File: src/rtl/nco_voice_scheduler.sv
// Multi-voice NCO scheduler: sweeps NUM_VOICES phase accumulators through one shared sine LUT.
// Latency: sample_valid NUM_VOICES+1 cycles after next_sample is accepted; lut_addr/lut_data are same-cycle.
// Backpressure: none; next_sample during a sweep is dropped and flagged by a one-cycle overrun pulse.
// Optional build macro NCO_SCHED_ATTEN_EN adds per-voice 2-bit attenuation (cfg_atten port).
module nco_voice_scheduler #(
  parameter int NUM_VOICES = 4,
  parameter int FCW_W      = 24,
  parameter int CODE_W     = 14,
  parameter int LUT_ADDR_W = 8,
  localparam int IDX_W     = $clog2(NUM_VOICES),
  localparam int ACC_W     = CODE_W + IDX_W
) (
  input  logic                  clk,
  input  logic                  rst,
  input  logic                  next_sample,
  input  logic                  cfg_we,
  input  logic [IDX_W-1:0]      cfg_voice,
  input  logic [FCW_W-1:0]      cfg_fcw,
  input  logic                  cfg_en,
  input  logic                  cfg_phase_rst,
`ifdef NCO_SCHED_ATTEN_EN
  input  logic [1:0]            cfg_atten,
`endif
  output logic [LUT_ADDR_W-1:0] lut_addr,
  input  logic [CODE_W-1:0]     lut_data,
  output logic                  busy,
  output logic                  sample_valid,
  output logic [CODE_W-1:0]     sample_code,
  output logic                  overrun
);

  localparam logic [CODE_W-1:0] MID  = {1'b1, {(CODE_W-1){1'b0}}};
  localparam logic [IDX_W-1:0]  LAST = IDX_W'(NUM_VOICES - 1);

  typedef enum logic {IDLE, RUN} state_t;

  state_t                  state;
  logic [IDX_W-1:0]        idx;
  logic [ACC_W-1:0]        acc;
  logic [FCW_W-1:0]        phase [NUM_VOICES];
  logic [FCW_W-1:0]        fcw   [NUM_VOICES];
  logic [NUM_VOICES-1:0]   en;
`ifdef NCO_SCHED_ATTEN_EN
  logic [1:0]              atten [NUM_VOICES];
  logic signed [CODE_W:0]  diff;
  logic signed [CODE_W:0]  shifted;
`endif
  logic [CODE_W-1:0]       term;
  logic [ACC_W-1:0]        sum;
  logic                    cfg_hit;

  // idx rests at 0 while idle, so the shared LUT then shows voice 0's phase.
  assign lut_addr = phase[idx][FCW_W-1 -: LUT_ADDR_W];

  // Writes addressed past the last voice are dropped.
  assign cfg_hit = ({1'b0, cfg_voice} < (IDX_W+1)'(NUM_VOICES));

  // Contribution of the voice under service; a muted voice sits at mid-scale.
  always_comb begin
    term = MID;
`ifdef NCO_SCHED_ATTEN_EN
    diff    = $signed({1'b0, lut_data}) - $signed({1'b0, MID});
    shifted = diff >>> atten[idx];
    if (en[idx]) term = CODE_W'($signed({1'b0, MID}) + shifted);
`else
    if (en[idx]) term = lut_data;
`endif
    sum = acc + ACC_W'(term);
  end

  // Sweep FSM, per-voice phase stepping and the configuration register file.
  always_ff @(posedge clk) begin
    if (rst) begin
      state        <= IDLE;
      idx          <= '0;
      acc          <= '0;
      busy         <= 1'b0;
      sample_valid <= 1'b0;
      overrun      <= 1'b0;
      sample_code  <= MID;
      en           <= '0;
      for (int v = 0; v < NUM_VOICES; v++) begin
        phase[v] <= '0;
        fcw[v]   <= '0;
`ifdef NCO_SCHED_ATTEN_EN
        atten[v] <= '0;
`endif
      end
    end else begin
      sample_valid <= 1'b0;
      overrun      <= 1'b0;
      case (state)
        IDLE: begin
          if (next_sample) begin
            state <= RUN;
            busy  <= 1'b1;
            idx   <= '0;
            acc   <= '0;
          end
        end
        RUN: begin
          if (next_sample) overrun <= 1'b1;
          if (en[idx]) phase[idx] <= phase[idx] + fcw[idx];
          acc <= sum;
          idx <= idx + 1'b1;
          if (idx == LAST) begin
            sample_code  <= sum[ACC_W-1:IDX_W];
            sample_valid <= 1'b1;
            busy         <= 1'b0;
            state        <= IDLE;
          end
        end
        default: state <= IDLE;
      endcase
      // Placed after the sweep so a phase clear overrides the same-cycle phase step.
      if (cfg_we && cfg_hit) begin
        fcw[cfg_voice] <= cfg_fcw;
        en[cfg_voice]  <= cfg_en;
`ifdef NCO_SCHED_ATTEN_EN
        atten[cfg_voice] <= cfg_atten;
`endif
        if (cfg_phase_rst) phase[cfg_voice] <= '0;
      end
    end
  end

endmodule
File: config.mk
export PLATFORM = sky130hd
export DESIGN_NAME = nco_voice_scheduler
export DESIGN_NICKNAME = d
export VERILOG_FILES = /design/src/rtl/nco_voice_scheduler.sv
export SDC_FILE = /design/constraint.sdc
export NUM_CORES = 1
export LEC_CHECK = 0
export BUFFER_PORTS_ARGS = -buffer_cell sky130_fd_sc_hd__buf_2
export CAP_MARGIN = 20
export CORE_AREA = 2 2 226 117
export DETAILED_ROUTE_END_ITERATION = 7
export DIE_AREA = 0 0 228 119
export PLACE_DENSITY_LB_ADDON = 0.15
export SLEW_MARGIN = 10
export SYNTH_ARGS = -nofsm -noshare
export SYNTH_HDL_FRONTEND = slang
export SYNTH_SLANG_ARGS = --single-unit
File: constraint.sdc
create_clock -name clk -period 9.6 [get_ports clk]
set_clock_uncertainty 0.15 [all_clocks]
set_input_delay 1.92 -clock clk [delete_from_list [all_inputs] [get_ports clk]]
set_output_delay 1.92 -clock clk [all_outputs]
set_load 0.01 [all_outputs]
==> results of run 1 <==
## cells in the final DEF, fill, tap and decap left out, drive strengths merged, types with 3 or more instances in the layout
master      n
nand2     154
dfxtp     138
nor2      128
edfxtp     96
buf        89
a21oi      87
mux4       49
o21ai      49
inv        44
ha         38
clkbuf     27
a22o       24
a21o       19
xnor2      19
nand2b     16
and2       15
nand3      13
a211oi     13
xor2       12
a22oi      10
nand3b      9
o22ai       9
nor2b       9
o21bai      7
clkinv      7
a31oi       6
nor3b       6
or3         6
and3        5
nor3        5
a2111oi     5
and4        4
o21a        3
o211ai      3
clkinvlp    3
bufinv      3
## stage by stage
step | cell area (um^2) | util, % | power, mW | hold WS [ps]
3_5_place_dp | 11910 | 46.63 | 1.314 | 291.1
6_report | 12670 | 49.60 | 2.226 | 301.3
4_1_cts | 12670 | 49.60 | 2.239 | 302.7
3_3_place_gp | 11890 | 46.57 | 1.313 | 282.0
5_1_grt | 12670 | 49.60 | 2.306 | 317.9
2_1_floorplan | 11160 | - | 1.239 | 269.8
## routing by layer
layer | global-route usage, % | part of all wire (%)
met1 | 39.11 | 55
met2 | 26.31 | 34
met3 | 7.160 | 9.6
met5 | 0 | 0
met4 | 2.655 | 0.82
## worst max-delay path by stage
stage / slack [ps] / end / cells past startpoint
after detailed placement: 4870 / sample_code[13] / 11
after floorplan: 5440 / sample_code[13] / 10
after CTS: 5080 / phase[2][16] / 12
final: 5000 / phase[2][16] / 12
after global placement: 4930 / sample_code[13] / 11
after global routing: 4800 / phase[3][16] / 12
## sequential cells by signal (all words and copies together) (netlist names), named ones only
signal,cells
acc,16
busy,1
en,4
fcw,96
idx,2
overrun,1
phase,96
sample_code,14
sample_valid,1
state,1
## final cells by class
class                           count  area share, %
Inverter                           43          1.274
Tap cell                          352          3.477
Timing Repair Buffer               89          3.891
Clock buffer                       27          4.741
Multi-Input combinational cell    746          40.78
Clock inverter                     14          1.254
Sequential cell                   234          44.58
## cells by family (layout without fill, tap and decap cells)
group           Yosys count  after routing
flops                   234            234
buf+inv                  97            173
simple gates            378            378
fa+ha+maj                40             40
compound gates          246            246
mux                      51             51
xor+xnor                 31             31
## worst max-delay path, cell delays in order, from the launching register on
cell      delay (ps)
dfxtp_2          310
buf_4            670
mux4_2           640
ha_1             250
fa_1             440
a21oi_1          220
o22ai_1          140
o211ai_1         250
a31oi_1          150
or3_1            340
a41oi_1          260
xor2_1           420
o22ai_1          170
## power groups by stage
| stage | clock network [mW] | logic (mW) | registers [mW] |
|---|---|---|---|
| global route | 0.990 | 0.227 | 1.09 |
| floorplan | 0 | 0.138 | 1.10 |
| global placement | 0 | 0.205 | 1.11 |
| CTS | 0.946 | 0.207 | 1.09 |
| finish | 0.930 | 0.209 | 1.09 |
| detailed placement | 0 | 0.206 | 1.11 |
==> results.ini, run 1 <==
[outcome]
run_status = finished clean

[worst_hold_path]
min_path_cells = 2
min-delay-start = phase[2][22]
min_path_type = register to register
hold_path_end = phase[2][22]

[floorplan]
io_pins = 71
start_util_pct = 43.70
fp.dieArea_mm2 = 0.02713
die_h_um = 119
fp.coreArea_mm2 = 0.02554
die_w_um = 228
rows = 42

[synth]
syn_area_per_cell_um2 = 10.36
syn_inst = 1077
ys.flop_type = dfxtp_1
async_flop_share_pct = 0
synth_edf_count = 96
synth_top_family_by_area = simple AND/OR/NAND/NOR gates
synth_mux_area_share_pct = 10.07
ys_ff_latch = 234
syn_area_mm2 = 0.01116
synth_xor_area_share_pct = 2.433
yosys.area.top_type = edfxtp_1
yosysMostFrequentCell = nand2_1
synth_top_cells_by_area = edfxtp_1 26%, dfxtp_1 25%, mux4_2 9.9%, nand2_1 5.2%, nor2_1 4.3%
synthAdderAreaFrac_pct = 4.619
synth.distinct_cells = 57
synth_nets = 1163
yosys.area_share.simple_pct = 15.09
yosys_warnings = 0
synth_compound_area_share_pct = 13.91
yosysSeqAreaShare_pct = 50.58
synth_common_cells = 154 x nand2_1, 138 x dfxtp_1, 128 x nor2_1
synth_top_area_share_pct = 25.83

[clock_tree]
hold_buffers = 0
post-cts-setup-buffers = 0
clock_path_buffers = 3
htree_num_levels = 1
cts_tree = yes
cts_resized = 0
clock_latency_ps = 530
clockRootBuffer = clkbuf_16
clkSinkCount = 234
numCtsBuffers = 23
path_clk_slew_ps = 70

[run]
cap_violations = 0

[detailed_routing]
num_vias = 8404
drt-initial-drc-count = 927
wirelength_um = 30270
vias_per_cell = 5.584
drt_pass1_iterations = 5
drcViolationCount = 0
wl_per_cell_um = 20.11
ant_nets = 0

[final_layout]
regArea_mm2 = 0.005648
instances_no_fill = 1505
multi_input_area_mm2 = 0.005166
drive_above_1_share_pct = 16.48
n_antenna_cell = 0
num-nets-final = 1223
area_growth_pct = 13.51
nFillCells = 2369

[grt]
grt_pass1_vias = 7866
grt_pass1_wl_um = 47400
antenna_found_initial = 0
grt_usage_pct = 22.61
grt_overflow = 0
grt_max_degree = 49

[sta]
slew_viol_final = 0
max_freq_mhz = 217.6
setup_viol = 0
worst_slack_ps = 5005
setup_tns_ps = 0
relSlewSlack_pct = 27.01
finalCritPeriodShare_pct = 47.87
finalHoldViolations = 0
rsz0062_at_grt = no
fin_crit_ps = 4595
tightest_slew_ps = 1092

[pwr]
clkPwrFrac_pct = 41.8
power_frac_comb_pct = 9.4
switchingPower_mw = 0.5476
ir_worst_vdd_v = 0.0001151
seq_power_share_pct = 48.8
leakage_nw = 4.959
p_per_area_mw_per_mm2 = 175.7
intPower_mw = 1.678
p_sw_share_pct = 24.60

[critical_path]
cp-end-kind = register
crit_required_ps = 9850
crit_type = register to register
worstPathArrival_ps = 4840
worst-r2r-cell-count = 12
worst_setup_path_start_kind = register
r2r_setup_slack_ps = 5000
r2r-end = phase[2][16]
path_max_fanout = 48

[place]
pre_cts_ws_ps = 4869
gp_congestion = 0.9041
dp_cells = 1464
hpwl_um = 20880
port-buffer-count = 70

(Power assumes the default switching activity.)
==> run 2, diff against run 1 <==
- ABC_AREA: default -> 1
- CORE_AREA: 2 2 226 117 -> 2 2 237 122
- DIE_AREA: 0 0 228 119 -> 0 0 239 124
- clock period: 9.6 -> 4.64 ns (I/O delays scaled with it)
==> run 2 against run 1 <==
Compared with the run above: sequential share of layout area down 3.1 points; register-to-register slack worse by 4000 ps; cell area up 7.6%; synthesized cell count rose by 52%; routed wire length is 21% higher; critical path depth is 6 lower; first-iteration DRC count increased by 13%; die area grew 9.2%; setup slack got worse by 4100 ps; non-clock buffer count unchanged; cell count is 37% higher; largest cell class unchanged; largest power group unchanged.
==> results.ini, run 2 <==
[synth]
synth_top_cells_by_area = edfxtp_1 24%, dfxtp_1 23%, nand2_1 13%, nor2_1 8.0%, a21oi_1 5.2%
ys.flop_type = dfxtp_1
synth_top_area_share_pct = 23.56  ; -2.3 points
syn_area_mm2 = 0.01224  ; +9.7%
synth.distinct_cells = 43  ; -25%
synth_common_cells = 418 x nand2_1, 261 x nor2_1, 153 x inv_1
yosys.area.top_type = edfxtp_1
synth_edf_count = 96  ; unchanged
ys_ff_latch = 234  ; unchanged
yosysSeqAreaShare_pct = 46.13  ; -4.5 points
async_flop_share_pct = 0  ; unchanged
syn_area_per_cell_um2 = 7.471  ; -28%
syn_inst = 1638  ; +52%
yosys_warnings = 0  ; unchanged
yosysMostFrequentCell = nand2_1
synth_nets = 1724  ; +48%

[grt]
antenna_found_initial = 0  ; unchanged
grt_pass1_wl_um = 57500  ; +21%
grt_pass1_vias = 10670  ; +36%
grt_max_degree = 97  ; +98%
grt_overflow = 0  ; unchanged
grt_usage_pct = 25.03  ; +2.4 points

[detailed_routing]
ant_nets = 0  ; unchanged
drcViolationCount = 0  ; unchanged
drt_pass1_iterations = 7  ; +2
vias_per_cell = 5.427  ; -2.8%
wirelength_um = 36690  ; +21%
drt-initial-drc-count = 1046  ; +13%
wl_per_cell_um = 17.84  ; -11%
num_vias = 11160  ; +33%

[sta]
relSlewSlack_pct = 30.52  ; +3.5 points
finalCritPeriodShare_pct = 80.74
setup_viol = 0  ; unchanged
setup_tns_ps = 0  ; unchanged
tightest_slew_ps = 1042  ; -49.52 ps
slew_viol_final = 0  ; unchanged
fin_crit_ps = 3746
max_freq_mhz = 266.9
rsz0062_at_grt = no
finalHoldViolations = 0  ; unchanged

[pwr]
power_mw = 5.240  ; +140%
leakage_nw = 6.054  ; +22%
p_per_area_mw_per_mm2 = 384.6  ; +120%
ir_worst_vdd_v = 0.0002800  ; +140%

[final_layout]
num-nets-final = 1766  ; +44%
final_common_cell = nand2_1
n_antenna_cell = 0  ; unchanged
drive_above_1_share_pct = 9.311  ; -7.2 points
largestRegisters = fcw: 96 flops, phase: 96 flops, acc: 16 flops
area_growth_pct = 11.34
layout_common_cells = 418 x nand2_1, 258 x nor2_1, 152 x inv_1
nFillCells = 2731  ; +15%

[critical_path]
crit_required_ps = 3560  ; -6290 ps
cpPeakStageDelay_ps = 610  ; -60 ps
crit_path_frequent_cell = buf_4
path_max_fanout = 49  ; +2.1%
slowest_stage = inv_2
path_cells = inv_2, buf_4, buf_4, o21ai_0, o22ai_1, buf_2
cp-end-kind = primary output
worst_setup_path_start_kind = register
worstPathArrival_ps = 2670  ; -2170 ps
crit_type = register to primary output

[worst_hold_path]
min_path_type = register to register

[clock_tree]
htree_num_levels = 1  ; unchanged
hold_buffers = 0  ; unchanged
numCtsBuffers = 23  ; unchanged
clockRootBuffer = clkbuf_16
cts_tree = yes
clkSinkCount = 234  ; unchanged
clock_path_buffers = 3  ; unchanged
clock_latency_ps = 530  ; about the same
cts_resized = 0  ; unchanged
post-cts-setup-buffers = 0  ; unchanged
path_clk_slew_ps = 70  ; about the same

[place]
port-buffer-count = 70  ; unchanged
hpwl_um = 23820  ; +14%
gp_congestion = 0.9160  ; +1.3%

[outcome]
run_status = finished clean

[floorplan]
io_pins = 71  ; unchanged
die_w_um = 239  ; +4.8%
start_util_pct = 44.60  ; +0.90 points
die_h_um = 124  ; +4.2%
fp.dieArea_mm2 = 0.02964  ; +9.2%
rows = 43  ; +2.4%
fp.coreArea_mm2 = 0.02744  ; +7.4%

[run]
cap_violations = 0  ; unchanged

run 2: changes by cell type after synthesis, moves of 24 or more:
cell and delta:
nand2_1 +264, nor2_1 +133, inv_1 +111, o21ai_0 +78
nand3_1 +53, mux4_2 -49, a21oi_1 +42, o22ai_1 +39
nand4_1 +24
run 2: worst paths after layout:
kind / startpoint / end / slack, ps / cells past startpoint
worst max register to register: register / phase[0][14] / 1000 / 13
worst min register to register: en[3] / en[3] / 300 / 2
worst min-delay path: en[3] / en[3] / 300 / 2
worst max-delay path: register / lut_addr[5] / 890 / 6
run 2: cells by family (layout without fill, tap and decap cells):
kind of cell / after synthesis / after routing / share of synthesized area, %
XOR/XNOR: 14 / 14 / 1.002
AND/OR/NAND/NOR: 797 / 797 / 26.60
flip-flops: 234 / 234 / 46.13
AO/OA/AOI/OAI: 317 / 317 / 13.96
buffers and inverters: 236 / 295 / 8.097
adder cells (fa/ha/maj): 40 / 40 / 4.212
run 2: per-stage QoR:
stage                     utilization, %  cell area (um^2)  worst slack [ps]  hold slack, ps  std cells
after global placement             46.72             12820              1113           284.1       2015
after detailed placement           46.72             12820              1087           294.4       2015
after floorplan                        -             12240              1867           279.6       1638
final                              49.66             13630             893.7           303.9       2057
after global routing               49.66             13630             676.4           322.8       2057
after CTS                          49.66             13630             929.4           305.9       2057
run 2: final cells by class:
class	count	area, um^2	area share [%]
sequential	234	5647	41.44
multi-input combinational	1168	5609	41.17
clock buffer	30	641.9	4.711
inverter	164	620.6	4.555
timing repair buffer	89	493.0	3.618
tap	360	450.4	3.306
clock inverter	12	163.9	1.203
run 2: where the power goes:
group          total (mW)  internal, mW  switching (mW)
clock                2.04          1.20           0.838
sequential           2.28          2.24          0.0382
combinational       0.927         0.272           0.655
run 2: critical path, delay by kind of cell (launching register included):
kind                   cells  cell delay [ps]
buffers and inverters      4             1480
AOI/OAI and AO/OA          2              310
DFF                        1              320
run 2: layer usage:
layer	vias to the layer above	GRT usage, %	share of wire [%]
li1	5457	-	-
met1	5295	34.05	45
met2	360	40.99	45
met3	52	5.541	8.3
met4	0	5.742	1.6
met5	-	0	0
==> run 3, diff against run 2 <==
- clock period: 4.64 -> 3.3 ns (I/O delays scaled with it)
==> run 3 against run 2 <==
Compared with the run above: cell area is 1.9% higher; power is 43% higher; worst hold slack got worse by 64 ps; flip-flop and latch count did not move; first-iteration DRC count down 16%; critical endpoint is now phase[1][11]; largest cell class unchanged; highest routed layer is now met5.
==> results.ini, run 3 (synthesis results as in run 2) <==
[outcome]
run_status = finished clean

[critical_path]
cpPeakStageDelay_ps = 450  ; -160 ps
crit_required_ps = 3610  ; +50 ps
worst-r2r-cell-count = 12  ; -1
r2r-end = phase[1][11]
path_cells = buf_16, o21ai_0, o22ai_1, ha_1, nand3_1, nand3_1, nand2_1, nand2_1, a21oi_1, xnor2_1, nand2_1, a21oi_1
path_max_fanout = 42  ; -14%
critPathTopFamily = compound AO/OA/AOI/OAI gates
worstPathArrival_ps = 3430  ; +760 ps
worst_setup_path_start_kind = register
r2r_setup_slack_ps = 190  ; -810 ps
path_buf_inv = 1  ; -3
crit_type = register to register
crit_path_frequent_cell = nand2_1
cp-end-kind = register
slowest_stage = o22ai_1

[worst_hold_path]
hold_path_end = overrun
min_path_cells = 3  ; +1
min-delay-start = next_sample
min_path_type = primary input to register

[detailed_routing]
wl_per_cell_um = 17.52  ; -1.8%
wl_met1_um = 16500  ; -0.75%
wirelength_um = 36370  ; -0.88%
drt-initial-drc-count = 877  ; -16%
drt_pass1_iterations = 5  ; -2
drcViolationCount = 0  ; unchanged
ant_nets = 0  ; unchanged
dr.max_layer_used = met5
met2_length_um = 16790  ; +2.3%
vias_per_cell = 5.396  ; -0.57%
num_vias = 11200  ; +0.35%
dr_wl_met3_um = 2459  ; -20%

[sta]
hold_slack_ps = 239.8  ; -64.07 ps
finalCritPeriodShare_pct = 94.33
rsz0062_at_grt = no
finalHoldViolations = 0  ; unchanged
slew_viol_final = 0  ; unchanged
setup_tns_ps = 0  ; unchanged
max_freq_mhz = 321.2
tightest_slew_ps = 692.6  ; -349.7 ps
fin_crit_ps = 3113
relSlewSlack_pct = 53.76  ; +23 points
worst_slack_ps = 187.1  ; -706.6 ps
setup_viol = 0  ; unchanged

[final_layout]
layout_common_cells = 418 x nand2_1, 257 x nor2_1, 151 x inv_1
area_growth_pct = 13.41
n_antenna_cell = 0  ; unchanged
final_common_cell = nand2_1
largestRegisters = fcw: 96 flops, phase: 96 flops, acc: 16 flops
num-nets-final = 1784  ; +1.0%
drive_above_1_share_pct = 10.55  ; +1.2 points
utilization_pct = 50.58  ; +0.93 points
instances_no_fill = 2076  ; +0.92%

[pwr]
leakage_nw = 6.178  ; +2.1%
p_per_area_mw_per_mm2 = 538.4  ; +40%
ir_worst_vdd_v = 0.0003782  ; +35%

[floorplan]
rows = 43  ; unchanged
start_util_pct = 44.60  ; unchanged
io_pins = 71  ; unchanged
die_h_um = 124  ; unchanged
fp.dieArea_mm2 = 0.02964  ; unchanged
fp.coreArea_mm2 = 0.02744  ; unchanged
die_w_um = 239  ; unchanged

[grt]
grt_overflow = 0  ; unchanged
grt_max_degree = 85  ; -12%
grt_usage_pct = 24.58  ; -0.45 points
antenna_found_initial = 1  ; +1
grt_pass1_wl_um = 56810  ; -1.2%
grt_pass1_vias = 10640  ; -0.27%

[run]
cap_violations = 0  ; unchanged

[place]
pre_cts_ws_ps = 151.4  ; -935.7 ps
dp_cells = 2027  ; +0.60%
hpwl_um = 23990  ; +0.67%
port-buffer-count = 70  ; unchanged
gp_congestion = 0.9311  ; +1.6%

[clock_tree]
htree_num_levels = 1  ; unchanged
clockRootBuffer = clkbuf_16
path_clk_slew_ps = 70  ; about the same
cts_tree = yes
clock_path_buffers = 3  ; unchanged
clkSinkCount = 234  ; unchanged
hold_buffers = 0  ; unchanged
numCtsBuffers = 24  ; +4.3%
clock_latency_ps = 550  ; +20 ps

-- run 3: cell count changes in the layout (fill, tap and decap cells not counted), moves of 2 or more --
cell       change
buf_4         +12
clkbuf_16      +3
clkbuf_1       +2
buf_12         +2
-- run 3: tightest hold or removal path, stage by stage --
cell	delay [ps]
buf_2	130
inv_1	60
nor2_1	50
-- run 3: through the flow --
stage          power (mW)  area [um^2]
2_1_floorplan       4.157        12240
3_3_place_gp        4.546        12950
3_5_place_dp        4.560        12950
4_1_cts             7.458        13780
5_1_grt             7.781        13880
6_report            7.473        13880
-- run 3: area by class of cell --
| cell class | count | area [um^2] |
|---|---|---|
| clock buffers | 33 | 685.7 |
| clock inverters | 11 | 145.1 |
| fillers | 2690 | 13560 |
| inverters | 164 | 629.4 |
| multi-input cells | 1168 | 5633 |
| flip-flops and latches | 234 | 5649 |
| well taps | 360 | 450.4 |
| repair buffers | 106 | 686.9 |
-- run 3: metal layers --
| metal | up-vias | global-route usage (%) |
|---|---|---|
| met4 | 2 | 4.961 |
| met3 | 53 | 4.167 |
| li1 | 5494 | - |
| met2 | 394 | 42.22 |
| met1 | 5260 | 32.96 |
| met5 | - | 0 |
-- run 3: worst max-delay path by stage --
stage | from | to | slack [ps] | cells after the start
floorplan | register | phase[0][13] | 530 | 14
global placement | register | phase[3][14] | 220 | 12
detailed placement | register | phase[2][14] | 150 | 12
CTS | register | phase[2][14] | 110 | 12
global route | register | phase[3][15] | 7 | 15
finish | register | phase[1][11] | 190 | 12
-- run 3: timing repair --
item,CTS,global route
resized for setup,0,12
setup endpoints to repair,0,61
setup buffers,0,4
-- run 3: report_power, final --
group          internal [mW]  switching [mW]
sequential              3.15          0.0511
combinational          0.421           0.934
clock                   1.70            1.22
